<file path="src/rtl/conv_bridge_pkg.sv">
// rtl/conv_bridge_pkg.sv - shared widths, shape codes and FSM encoding for the convolver stream bridge
package conv_bridge_pkg;

    localparam int DATA_W_DEF   = 8;
    localparam int ADDR_W_DEF   = 5;
    localparam int Z_DATA_W_DEF = 16;
    localparam int Z_ADDR_W_DEF = 6;

    localparam logic SHAPE_FULL = 1'b1;
    localparam logic SHAPE_SAME = 1'b0;

    typedef enum logic [3:0] {
        ST_IDLE    = 4'd0,
        ST_LOAD_X  = 4'd1,
        ST_LOAD_Y  = 4'd2,
        ST_START   = 4'd3,
        ST_WAIT    = 4'd4,
        ST_RD_ADDR = 4'd5,
        ST_RD_DATA = 4'd6,
        ST_OUT     = 4'd7,
        ST_DONE    = 4'd8
    } state_e;

endpackage

</file>
<file path="src/rtl/conv_bridge_out_reg.sv">
// rtl/conv_bridge_out_reg.sv - output hold register: load strobe captures a word, held until ready
module conv_bridge_out_reg #(
    parameter int W = 16
) (
    input  logic         clk,
    input  logic         rstn,
    input  logic         load_i,
    input  logic [W-1:0] data_i,
    input  logic         last_i,
    input  logic         m_ready_i,
    output logic [W-1:0] m_data_o,
    output logic         m_valid_o,
    output logic         m_last_o,
    output logic         fire_o
);

    logic [W-1:0] data_q;
    logic         valid_q;
    logic         last_q;

    assign fire_o    = valid_q & m_ready_i;
    assign m_data_o  = data_q;
    assign m_valid_o = valid_q;
    assign m_last_o  = last_q;

    always_ff @(posedge clk or negedge rstn) begin
        if (!rstn) begin
            data_q  <= '0;
            valid_q <= 1'b0;
            last_q  <= 1'b0;
        end else if (load_i) begin
            data_q  <= data_i;
            valid_q <= 1'b1;
            last_q  <= last_i;
        end else if (fire_o) begin
            valid_q <= 1'b0;
            last_q  <= 1'b0;
        end
    end

endmodule

</file>
<file path="src/rtl/conv_stream_bridge.sv">
// rtl/conv_stream_bridge.sv - loads X/Y memories from a stream, runs the convolver, streams Z results out
module conv_stream_bridge
    import conv_bridge_pkg::*;
#(
    parameter int DATA_W   = DATA_W_DEF,
    parameter int ADDR_W   = ADDR_W_DEF,
    parameter int Z_DATA_W = Z_DATA_W_DEF,
    parameter int Z_ADDR_W = Z_ADDR_W_DEF
) (
    input  logic                clk,
    input  logic                rstn,
    input  logic                cmd_start_i,
    input  logic [ADDR_W:0]     cfg_size_x_i,
    input  logic [ADDR_W:0]     cfg_size_y_i,
    input  logic                cfg_shape_i,
    input  logic [DATA_W-1:0]   s_data_i,
    input  logic                s_valid_i,
    output logic                s_ready_o,
    output logic                x_we_o,
    output logic                y_we_o,
    output logic [ADDR_W-1:0]   mem_waddr_o,
    output logic [DATA_W-1:0]   mem_wdata_o,
    output logic                conv_start_o,
    output logic                conv_shape_o,
    input  logic                conv_done_i,
    output logic [Z_ADDR_W-1:0] z_raddr_o,
    input  logic [Z_DATA_W-1:0] z_rdata_i,
    output logic [Z_DATA_W-1:0] m_data_o,
    output logic                m_valid_o,
    output logic                m_last_o,
    input  logic                m_ready_i,
    output logic                busy_o,
    output logic                done_o,
    output logic                err_o
);

    localparam logic [ADDR_W:0]     MAX_LEN = {1'b1, {ADDR_W{1'b0}}};
    localparam logic [Z_ADDR_W-1:0] Z_ONE   = {{(Z_ADDR_W-1){1'b0}}, 1'b1};

    state_e              state_q, state_d;
    logic [Z_ADDR_W-1:0] cnt_q, cnt_d, nz_q, nz_d, cnt_inc;
    logic [ADDR_W:0]     size_x_q, size_x_d, size_y_q, size_y_d;
    logic                shape_q, shape_d;
    logic                err_q, err_d;
    logic                x_we_q, y_we_q;
    logic [ADDR_W-1:0]   waddr_q;
    logic [DATA_W-1:0]   wdata_q;
    logic                s_fire, cfg_bad, out_load, out_last, m_fire;

    assign cnt_inc  = cnt_q + Z_ONE;
    assign s_fire   = s_valid_i & s_ready_o;
    assign out_last = (cnt_q == nz_q - Z_ONE);
    assign cfg_bad  = (cfg_size_x_i == '0) || (cfg_size_y_i == '0) ||
                      (cfg_size_x_i > MAX_LEN) || (cfg_size_y_i > MAX_LEN);

    always_comb begin
        state_d  = state_q;
        cnt_d    = cnt_q;
        nz_d     = nz_q;
        size_x_d = size_x_q;
        size_y_d = size_y_q;
        shape_d  = shape_q;
        err_d    = 1'b0;
        out_load = 1'b0;
        case (state_q)
            ST_IDLE: begin
                if (cmd_start_i) begin
                    if (cfg_bad) begin
                        err_d = 1'b1;
                    end else begin
                        size_x_d = cfg_size_x_i;
                        size_y_d = cfg_size_y_i;
                        shape_d  = cfg_shape_i;
                        nz_d     = (cfg_shape_i == SHAPE_FULL)
                                 ? Z_ADDR_W'(cfg_size_x_i) + Z_ADDR_W'(cfg_size_y_i) - Z_ONE
                                 : Z_ADDR_W'(cfg_size_x_i);
                        cnt_d    = '0;
                        state_d  = ST_LOAD_X;
                    end
                end
            end
            ST_LOAD_X: begin
                if (s_fire) begin
                    if (cnt_inc == Z_ADDR_W'(size_x_q)) begin
                        cnt_d   = '0;
                        state_d = ST_LOAD_Y;
                    end else begin
                        cnt_d = cnt_inc;
                    end
                end
            end
            ST_LOAD_Y: begin
                if (s_fire) begin
                    if (cnt_inc == Z_ADDR_W'(size_y_q)) begin
                        cnt_d   = '0;
                        state_d = ST_START;
                    end else begin
                        cnt_d = cnt_inc;
                    end
                end
            end
            ST_START: state_d = ST_WAIT;
            ST_WAIT: begin
                if (conv_done_i) begin
                    cnt_d   = '0;
                    state_d = ST_RD_ADDR;
                end
            end
            ST_RD_ADDR: state_d = ST_RD_DATA;
            ST_RD_DATA: begin
                out_load = 1'b1;
                state_d  = ST_OUT;
            end
            ST_OUT: begin
                if (m_fire) begin
                    if (m_last_o) begin
                        state_d = ST_DONE;
                    end else begin
                        cnt_d   = cnt_inc;
                        state_d = ST_RD_ADDR;
                    end
                end
            end
            ST_DONE: state_d = ST_IDLE;
            default: state_d = ST_IDLE;
        endcase
    end

    always_ff @(posedge clk or negedge rstn) begin
        if (!rstn) begin
            state_q  <= ST_IDLE;
            cnt_q    <= '0;
            nz_q     <= '0;
            size_x_q <= '0;
            size_y_q <= '0;
            shape_q  <= 1'b0;
            err_q    <= 1'b0;
            x_we_q   <= 1'b0;
            y_we_q   <= 1'b0;
            waddr_q  <= '0;
            wdata_q  <= '0;
        end else begin
            state_q  <= state_d;
            cnt_q    <= cnt_d;
            nz_q     <= nz_d;
            size_x_q <= size_x_d;
            size_y_q <= size_y_d;
            shape_q  <= shape_d;
            err_q    <= err_d;
            x_we_q   <= s_fire && (state_q == ST_LOAD_X);
            y_we_q   <= s_fire && (state_q == ST_LOAD_Y);
            if (s_fire) begin
                waddr_q <= cnt_q[ADDR_W-1:0];
                wdata_q <= s_data_i;
            end
        end
    end

    // Address is held through RD_DATA so either a registered or a flow-through Z memory works.
    assign z_raddr_o    = (state_q == ST_RD_ADDR || state_q == ST_RD_DATA) ? cnt_q : '0;
    assign s_ready_o    = (state_q == ST_LOAD_X) || (state_q == ST_LOAD_Y);
    assign x_we_o       = x_we_q;
    assign y_we_o       = y_we_q;
    assign mem_waddr_o  = waddr_q;
    assign mem_wdata_o  = wdata_q;
    assign conv_start_o = (state_q == ST_START);
    assign conv_shape_o = shape_q;
    assign busy_o       = (state_q != ST_IDLE);
    assign done_o       = (state_q == ST_DONE);
    assign err_o        = err_q;

    conv_bridge_out_reg #(.W(Z_DATA_W)) u_out_reg (
        .clk      (clk),
        .rstn     (rstn),
        .load_i   (out_load),
        .data_i   (z_rdata_i),
        .last_i   (out_last),
        .m_ready_i(m_ready_i),
        .m_data_o (m_data_o),
        .m_valid_o(m_valid_o),
        .m_last_o (m_last_o),
        .fire_o   (m_fire)
    );

endmodule
</file>
<file path="config.mk">
export PLATFORM = sky130hd
export DESIGN_NAME = conv_stream_bridge
export DESIGN_NICKNAME = d
export VERILOG_FILES = /design/src/rtl/conv_bridge_pkg.sv /design/src/rtl/conv_bridge_out_reg.sv /design/src/rtl/conv_stream_bridge.sv
export SDC_FILE = /design/constraint.sdc
export NUM_CORES = 1
export LEC_CHECK = 0
export CAP_MARGIN = 20
export CORE_ASPECT_RATIO = 0.8
export CORE_MARGIN = 1
export CORE_UTILIZATION = 54
export CTS_BUF_LIST = sky130_fd_sc_hd__clkbuf_16
export DETAILED_ROUTE_END_ITERATION = 16
export PLACE_DENSITY = 0.84
export SLEW_MARGIN = 30
export SYNTH_ARGS = -nofsm -noshare
export SYNTH_HDL_FRONTEND = slang
export SYNTH_HIERARCHICAL = 1
export SYNTH_SLANG_ARGS = --single-unit
export TNS_END_PERCENT = 10
</file>
<file path="constraint.sdc">
create_clock -name clk -period 6.9 [get_ports clk]
set_input_delay 0.69 -clock clk [delete_from_list [all_inputs] [get_ports clk]]
set_output_delay 0.69 -clock clk [all_outputs]
set_load 0.005 [all_outputs]
</file>
==> impl_metrics.env, run 1 <==
export IMPL_initial_core_util=0.558
export IMPL_grt_pass1_vias=2671
export IMPL_ir_drop_mv=0.231
export IMPL_synth_fp_nets=383
export IMPL_skew_ns=0.00611
export IMPL_startpoint_type="input port"
export IMPL_grt_pass1_wl_um=13300
export IMPL_dieArea_um2=6960
export IMPL_synth_distinct_cells=46
export IMPL_clock_sinks=63
export IMPL_multiInputGateArea_um2=1810
export IMPL_final_cells=499
export IMPL_drcViolationCount=0
export IMPL_rsz0062_at_grt="false"
export IMPL_synth_cells=328
export IMPL_cts_hold_buf=0
export IMPL_total_power_mw=1.98
export IMPL_rows=26
export IMPL_route_detailed_wl_per_inst_um=16.9
export IMPL_whs_ns=0.500
export IMPL_routabilityCongestion=0.867
export IMPL_die_h_um=74.8
export IMPL_synth_top_flop_cell="dfrtp_1"
export IMPL_synth_seq_cells=63
export IMPL_clock_latency_ns=0.33
export IMPL_grt_overflow_total=0
export IMPL_worstHoldPathType="reg2reg"
export IMPL_synth_common_cells="63 x dfrtp_1, 36 x mux2_2, 30 x inv_1"
export IMPL_layout_area_seq_um2=1580
export IMPL_yosysTopAreaCellShare=0.441
export IMPL_synth_largest_area_cell="dfrtp_1"
export IMPL_clk_pin_slew_worst_paths_ns=0.05
export IMPL_post_drt_via_cell_ratio=5.59
export IMPL_synth_edff_count=0
export IMPL_cts_setup_buffers=0
export IMPL_path_class="in2reg"
export IMPL_gr_usage_met2=0.390
export IMPL_nFillCells=431
export IMPL_core_um2=6410
export IMPL_cts_made_buffers=9
export IMPL_ff2ff_setup_slack_ns=4.10
export IMPL_power_per_cell_area_nw_per_um2=414
export IMPL_critical_path_arrival_ns=3.59
export IMPL_yosys_cell_count_top_type="dfrtp_1"
export IMPL_fmax_mhz=296
export IMPL_synth_area_top_cells="dfrtp_1 44%, mux2_2 11%, ha_1 3.8%"
export IMPL_first_pass_iters=4
export IMPL_design_final_nets=465
export IMPL_root_buffer="clkbuf_16"
export IMPL_p_leak_nw=2.17
export IMPL_max_slew_worst_pin_slew_ns=0.775
export IMPL_cts_resized=0
export IMPL_finalSetupTns_ns=0
export IMPL_portBuffers=87
export IMPL_wl_um=8420
export IMPL_ant_nets=0
export IMPL_use_met1=0.359
export IMPL_setup_viol=0
export IMPL_maxSlewHeadroom=0.483
export IMPL_htree_levels=3
export IMPL_synthArstFlopShare=1.00
export IMPL_busiest_layer="met2"
export IMPL_required_ns=7.11
export IMPL_drv_slew=0
export IMPL_io_pins=88
export IMPL_vias=2787
export IMPL_antenna_cells=0
export IMPL_synthesis_area_um2=3580
export IMPL_dp_cells=483
export IMPL_dieWidth_um=93.0
export IMPL_dp_hpwl_um=6010
export IMPL_ys_warnings_count=6
export IMPL_antenna_found_initial=0
export IMPL_cp_max_fo=6
export IMPL_period_share=0.490
export IMPL_min_period_ns=3.38
export IMPL_cts_tree="built"
export IMPL_drive_gt1_frac=0.157
export IMPL_area_growth_pct=33.8
export IMPL_grt_max_degree=64
export IMPL_outcome="completed"
export IMPL_avgSynthCellArea_um2=10.9
export IMPL_grtUsageTotal=0.256
export IMPL_drt_initial_drc_count=220
export IMPL_hold_viol=0
export IMPL_met3_usage=0.0717
export IMPL_clockBufferDepth=2
export IMPL_yosysSeqAreaShare=0.441
export IMPL_drv_cap=0
export IMPL_worstSetupEndpointType="register"
==> routing by layer <==
layer / part of all wire / vias up / routed length [um]
met1: 0.44 / 1379 / 3690
met5: 0 / - / 0
met3: 0.058 / 15 / 489
met4: 0.019 / 0 / 158
li1: - / 1312 / -
met2: 0.49 / 81 / 4080
==> path summary, 6_finish.rpt <==
kind,cells after the start,from,to
worst max-delay path,7,cfg_size_y_i[4],cnt_q[2]$_DFFE_PN0P_
worst min-delay path,1,mem_wdata_o[1]$_DFFE_PN0P_,mem_wdata_o[1]$_DFFE_PN0P_
worst max register to register,7,cnt_q[0]$_DFFE_PN0P_,cnt_q[2]$_DFFE_PN0P_
worst min register to register,1,mem_wdata_o[1]$_DFFE_PN0P_,mem_wdata_o[1]$_DFFE_PN0P_
max in group asynchronous,2,rstn,size_y_q[3]$_DFFE_PN0P_
min in group asynchronous,2,rstn,u_out_reg/m_data_o[3]$_DFFE_PN0P_
==> area by class of cell <==
type | count | share of cell area
Tap cell | 84 | 0.0219
Clock inverter | 7 | 0.0185
Clock buffer | 9 | 0.0470
Timing Repair Buffer | 88 | 0.182
Multi-Input combinational cell | 218 | 0.377
Sequential cell | 63 | 0.329
Inverter | 30 | 0.0235
==> state kept, by name, summed over array words and instances (netlist names) <==
signal,count
cnt_q,6
conv_shape_o,1
err_o,1
mem_waddr_o,5
mem_wdata_o,8
nz_q,6
size_x_q,6
size_y_q,6
state_q,4
u_out_reg/m_data_o,16
u_out_reg/m_last_o,1
u_out_reg/m_valid_o,1
x_we_o,1
y_we_o,1
==> kinds of logic (layout without fill, tap and decap cells) <==
| kind of cell | count (synthesis) | after routing | synth area share |
|---|---|---|---|
| flops | 63 | 63 | 0.441 |
| simple gates | 83 | 83 | 0.125 |
| compound gates | 46 | 46 | 0.0888 |
| mux | 49 | 49 | 0.161 |
| buf+inv | 47 | 134 | 0.0566 |
| fa+ha+maj | 12 | 12 | 0.0441 |
| xor+xnor | 28 | 28 | 0.0839 |
==> through the flow <==
step | utilization | setup WS [ns] | instance area [um2]
2_1_floorplan | - | 3.99 | 3580
3_5_place_dp | 0.698 | 3.15 | 4470
3_3_place_gp | 0.697 | 3.26 | 4470
5_1_grt | 0.747 | 3.43 | 4790
4_1_cts | 0.747 | 3.48 | 4790
6_report | 0.747 | 3.52 | 4790
==> power by group <==
group / total (mW) / internal (mW) / switching [mW]
clock: 0.476 / 0.313 / 0.163
sequential: 0.675 / 0.524 / 0.151
combinational: 0.833 / 0.491 / 0.342
==> worst max-delay path: stages <==
cell	delay [ns]
clkdlybuf4s50_1	0.44
or4_4	0.55
o21a_1	0.19
nor4_2	0.44
a21oi_1	0.22
or4_1	0.66
a221o_1	0.40
==> cell usage in the layout, fill, tap and decap left out, drive strengths merged, types with 6 or more instances in the layout <==
cell,Yosys,routed
a21oi,10,10
nand2,14,14
and2,6,6
ha,11,11
xnor2,10,10
and3,6,6
mux2,44,44
inv,30,31
o21ai,9,9
xor2,14,14
dfrtp,63,63
nor3,13,13
clkdlybuf4s50,0,86
nor2,15,15
clkbuf,13,9
(Power assumes the default switching activity.)
==> run 2: changes to the inputs <==
CORE_UTILIZATION = 45   (was 54)
PLACE_DENSITY = 0.75   (was 0.84)
clock period = 3 ns   (was 6.9 ns; I/O delays follow)
==> impl_metrics.env, run 2 (synthesis results as in run 1) <==
export IMPL_skew_ns=0.00330
export IMPL_layout_common_cells="86 x clkdlybuf4s50_1, 63 x dfrtp_1, 36 x mux2_2, 31 x inv_1, 19 x buf_4"
export IMPL_grt_pass1_wl_um=13900
export IMPL_required_ns=3.21
export IMPL_ant_nets=0
export IMPL_power_per_cell_area_nw_per_um2=929
export IMPL_ir_drop_mv=0.461
export IMPL_p_switching_mw=1.52
export IMPL_antenna_found_initial=0
export IMPL_worstSetupEndpointType="register"
export IMPL_first_pass_iters=4
export IMPL_drt_initial_drc_count=117
export IMPL_multiInputGateArea_um2=1800
export IMPL_reg2reg_from="cnt_q[0]$_DFFE_PN0P_"
export IMPL_route_detailed_wl_per_inst_um=16.2
export IMPL_p_leak_nw=2.27
export IMPL_grtUsageTotal=0.225
export IMPL_routabilityCongestion=0.897
export IMPL_grt_overflow_total=0
export IMPL_drive_gt1_frac=0.193
export IMPL_dieWidth_um=102
export IMPL_setup_viol=0
export IMPL_htree_levels=3
export IMPL_io_pins=88
export IMPL_hold_viol=0
export IMPL_root_buffer="clkbuf_16"
export IMPL_clk_pin_slew_worst_paths_ns=0.05
export IMPL_layout_setup_ws_ns=0.194
export IMPL_cts_setup_buffers=0
export IMPL_max_slew_worst_pin_slew_ns=0.673
export IMPL_place_ws_ns=-0.103
export IMPL_grt_pass1_vias=2800
export IMPL_clock_latency_ns=0.33
export IMPL_rsz0062_at_grt="false"
export IMPL_min_period_ns=2.81
export IMPL_core_um2=7530
export IMPL_drv_cap=0
export IMPL_switching_share=0.328
export IMPL_reg2reg_depth=7
export IMPL_startpoint="cnt_q[0]$_DFFE_PN0P_"
export IMPL_wl_um=8730
export IMPL_path_class="reg2reg"
export IMPL_rows=28
export IMPL_layout_area_seq_um2=1580
export IMPL_reg2reg_to="cnt_q[2]$_DFFE_PN0P_"
export IMPL_worstHoldPathType="reg2reg"
export IMPL_combPwrFrac=0.435
export IMPL_outcome="completed"
export IMPL_post_drt_via_cell_ratio=5.21
export IMPL_cp_max_fo=8
export IMPL_finalSetupTns_ns=0
export IMPL_nFillCells=606
export IMPL_crit_end="cnt_q[2]$_DFFE_PN0P_"
export IMPL_maxSlewHeadroom=0.547
export IMPL_largest_reg_flops=16
export IMPL_critical_path_arrival_ns=3.02
export IMPL_cts_made_buffers=9
export IMPL_portBuffers=87
export IMPL_die_h_um=81.8
export IMPL_drv_slew=0
export IMPL_sequentialPowerShare=0.328
export IMPL_fmax_mhz=356
export IMPL_dp_hpwl_um=6560
export IMPL_drcViolationCount=0
export IMPL_clkPwrFrac=0.237
export IMPL_clock_sinks=63
export IMPL_antenna_cells=0
export IMPL_ff2ff_setup_slack_ns=0.19
export IMPL_startpoint_type="register"
export IMPL_grt_max_degree=26
export IMPL_clockBufferDepth=2
export IMPL_initial_core_util=0.475
export IMPL_area_growth_pct=39.0
export IMPL_cts_tree="built"
export IMPL_final_common_cell="clkdlybuf4s50_1"
export IMPL_final_util=0.660
export IMPL_dieArea_um2=8310
export IMPL_design_final_nets=485
export IMPL_internal_power_mw=3.10
export IMPL_vias=2816
export IMPL_period_share=0.935
## run 2: how the worst min path moves through the flow
stage                                   endpoint  slack [ns]  cells after the start                  startpoint
3_5_place_dp   u_out_reg/m_data_o[1]$_DFFE_PN0P_        0.32                      1                        rstn
6_report              mem_wdata_o[7]$_DFFE_PN0P_        0.50                      1  mem_wdata_o[7]$_DFFE_PN0P_
4_1_cts        u_out_reg/m_data_o[0]$_DFFE_PN0P_        0.50                      2                        rstn
5_1_grt               mem_wdata_o[7]$_DFFE_PN0P_        0.51                      1  mem_wdata_o[7]$_DFFE_PN0P_
2_1_floorplan               cnt_q[0]$_DFFE_PN0P_       0.004                      0                        rstn
3_3_place_gp   u_out_reg/m_data_o[0]$_DFFE_PN0P_        0.31                      1                        rstn
## run 2: cell type report
cell class / count / share of cell area
Clock buffer: 9 / 0.0453
Clock inverter: 7 / 0.0179
Inverter: 30 / 0.0226
Multi-Input combinational cell: 218 / 0.362
Sequential cell: 63 / 0.317
Tap cell: 105 / 0.0264
Timing Repair Buffer: 108 / 0.209
## run 2: power groups by stage
| stage | combinational (mW) | sequential, mW | clock, mW |
|---|---|---|---|
| 6_report | 2.01 | 1.52 | 1.10 |
| 5_1_grt | 2.19 | 1.57 | 1.15 |
| 4_1_cts | 2.02 | 1.52 | 1.11 |
| 3_5_place_dp | 1.99 | 1.53 | 0 |
| 3_3_place_gp | 1.94 | 1.51 | 0 |
| 2_1_floorplan | 1.22 | 1.44 | 0 |
## run 2: per-layer routing
layer | up-vias | share of wire | track usage
li1 | 1352 | - | -
met1 | 1372 | 0.46 | 0.305
met2 | 79 | 0.47 | 0.359
met3 | 13 | 0.046 | 0.0443
met4 | 0 | 0.015 | 0.0826
met5 | - | 0 | 0
## run 2: critical path, stage by stage (launching register included)
cell and delay [ns]:
dfrtp_1 0.46, ha_1 0.38, nand2_1 0.11, a311oi_1 0.28
a211oi_1 0.15, o31ai_1 0.64, nand3_1 0.31, a221o_1 0.36
## run 2: through the flow
step | cells | cell area (um2) | power, mW | hold WS [ns]
finish | 540 | 4970 | 4.62 | 0.502
global route | 540 | 4970 | 4.91 | 0.512
CTS | 540 | 4970 | 4.64 | 0.502
detailed placement | 523 | 4650 | 3.52 | 0.315
global placement | 523 | 4650 | 3.45 | 0.308
floorplan | 328 | 3580 | 2.66 | 0.00441
## run 2: timing repair
| action | CTS | global route |
|---|---|---|
| hold endpoints to repair | 22 | 0 |
| setup endpoints to repair | 0 | 0 |
| hold buffers | 1 | 0 |
| resized for setup | 0 | 0 |
==> run 3: changes to the inputs <==
CORE_UTILIZATION = 50   (was 45)
PLACE_DENSITY = 0.81   (was 0.75)
clock period = 3.1 ns   (was 3 ns; I/O delays follow)
==> impl_metrics.env, run 3 (synthesis results as in run 1) <==
export IMPL_critPathMaxStageDelay_ns=0.62
export IMPL_multiInputGateArea_um2=1800
export IMPL_drv_slew=0
export IMPL_portBuffers=87
export IMPL_layout_setup_ws_ns=0.234
export IMPL_setup_viol=0
export IMPL_antenna_found_initial=0
export IMPL_path_class="in2reg"
export IMPL_layout_common_cells="86 x clkdlybuf4s50_1, 63 x dfrtp_1, 36 x mux2_2, 31 x inv_1"
export IMPL_ir_drop_mv=0.505
export IMPL_drcViolationCount=0
export IMPL_switching_share=0.343
export IMPL_cts_tree="built"
export IMPL_skew_ns=0.00555
export IMPL_combPwrFrac=0.444
export IMPL_vias=2837
export IMPL_outcome="complete, but fails checks"
export IMPL_p_switching_mw=1.47
export IMPL_rsz0062_at_grt="false"
export IMPL_maxSlewHeadroom=0.535
export IMPL_antenna_cells=0
export IMPL_dieWidth_um=96.6
export IMPL_worstSetupEndpointType="register"
export IMPL_route_detailed_wl_per_inst_um=17.2
export IMPL_cp_num_buf_inv=1
export IMPL_design_final_nets=478
export IMPL_drv_cap=0
export IMPL_internal_power_mw=2.82
export IMPL_cts_made_buffers=9
export IMPL_cp_max_fo=6
export IMPL_dieArea_um2=7500
export IMPL_reg2reg_to="cnt_q[2]$_DFFE_PN0P_"
export IMPL_dpl_instance_area_um2=4580
export IMPL_grtUsageTotal=0.260
export IMPL_min_period_ns=2.87
export IMPL_sequentialPowerShare=0.347
export IMPL_cts_resized=0
export IMPL_dp_hpwl_um=6500
export IMPL_clk_pin_slew_worst_paths_ns=0.05
export IMPL_drt_initial_drc_count=158
export IMPL_violations="hold timing"
export IMPL_drive_gt1_frac=0.182
export IMPL_grt_pass1_wl_um=14500
export IMPL_reg2reg_depth=7
export IMPL_layout_area_seq_um2=1580
export IMPL_area_growth_pct=35.5
export IMPL_clockBufferDepth=2
export IMPL_worstHoldPathType="in2async"
export IMPL_path_cells="clkdlybuf4s50_1 -> or4_4 -> o21a_1 -> nor4_2 -> a21oi_1 -> or4_1 -> a221o_1"
export IMPL_ant_nets=0
export IMPL_place_ws_ns=-0.0381
export IMPL_nFillCells=519
export IMPL_final_cells=515
export IMPL_cp_depth=7
export IMPL_grt_max_degree=28
export IMPL_first_pass_iters=4
export IMPL_hold_viol=10
export IMPL_final_util=0.704
export IMPL_critical_path_top_delay_family="simple AND/OR/NAND/NOR gates"
export IMPL_io_pins=88
export IMPL_grt_overflow_total=0
export IMPL_total_power_mw=4.29
export IMPL_post_drt_via_cell_ratio=5.51
export IMPL_cpMaxStageDelayCell="or4_1"
export IMPL_htree_levels=3
export IMPL_clkPwrFrac=0.210
export IMPL_dp_cells=499
export IMPL_routabilityCongestion=0.913
export IMPL_die_h_um=77.7
export IMPL_clock_latency_ns=0.33
export IMPL_required_ns=3.31
export IMPL_rows=27
export IMPL_largest_reg_flops=16
export IMPL_power_per_cell_area_nw_per_um2=885
export IMPL_core_um2=6890
export IMPL_p_leak_nw=2.22
export IMPL_period_share=0.925
export IMPL_max_slew_worst_pin_slew_ns=0.691
export IMPL_fmax_mhz=349
export IMPL_reg2reg_from="cnt_q[0]$_DFFE_PN0P_"
export IMPL_cts_setup_buffers=0
export IMPL_whs_ns=-0.00513
export IMPL_cts_hold_buf=0
export IMPL_final_common_cell="clkdlybuf4s50_1"
export IMPL_initial_core_util=0.519
export IMPL_root_buffer="clkbuf_16"
export IMPL_startpoint_type="input port"
export IMPL_critical_path_arrival_ns=3.07
export IMPL_ff2ff_setup_slack_ns=0.28
export IMPL_wl_um=8860
export IMPL_clock_sinks=63
export IMPL_finalSetupTns_ns=0
export IMPL_design_area_um2=4850
export IMPL_grt_pass1_vias=2865
-- run 3: cell types whose count changed in the layout (fill, tap and decap cells not counted) --
cell / before / now
bufinv_16: 2 / 0
clkinvlp_4: 2 / 3
clkinv_2: 2 / 3
buf_4: 19 / 13
dlygate4sd3_1: 1 / 0
-- run 3: how the worst max path moves through the flow --
stage                     slack [ns]                  from                    to
after floorplan                 0.57       cfg_size_y_i[4]  cnt_q[2]$_DFFE_PN0P_
after global placement          0.06       cfg_size_y_i[4]  cnt_q[2]$_DFFE_PN0P_
after global routing             0.1  cnt_q[0]$_DFFE_PN0P_  cnt_q[2]$_DFFE_PN0P_
after CTS                       0.28       cfg_size_y_i[4]  cnt_q[2]$_DFFE_PN0P_
after detailed placement       -0.04       cfg_size_y_i[4]  cnt_q[2]$_DFFE_PN0P_
final                           0.23       cfg_size_y_i[4]  cnt_q[2]$_DFFE_PN0P_
-- run 3: layout make-up --
class / count / share of cell area
clock inverter: 7 / 0.00851
sequential: 63 / 0.325
clock buffer: 9 / 0.0464
multi-input combinational: 218 / 0.372
tap: 87 / 0.0224
inverter: 30 / 0.0232
timing repair buffer: 101 / 0.203
-- run 3: power groups by stage --
stage               registers [mW]  logic [mW]  clock network (mW)
floorplan                     1.40        1.18                   0
global placement              1.47        1.83                   0
detailed placement            1.49        1.89                   0
CTS                           1.49        1.91               0.912
global route                  1.54        2.07               0.949
finish                        1.49        1.90               0.899
-- run 3: layer usage --
metal | share of wire | track usage | vias to the layer above
met5 | 0 | 0 | -
met4 | 0.019 | 0.0706 | 0
met1 | 0.43 | 0.345 | 1401
met3 | 0.053 | 0.0657 | 16
li1 | - | - | 1332
met2 | 0.50 | 0.420 | 88
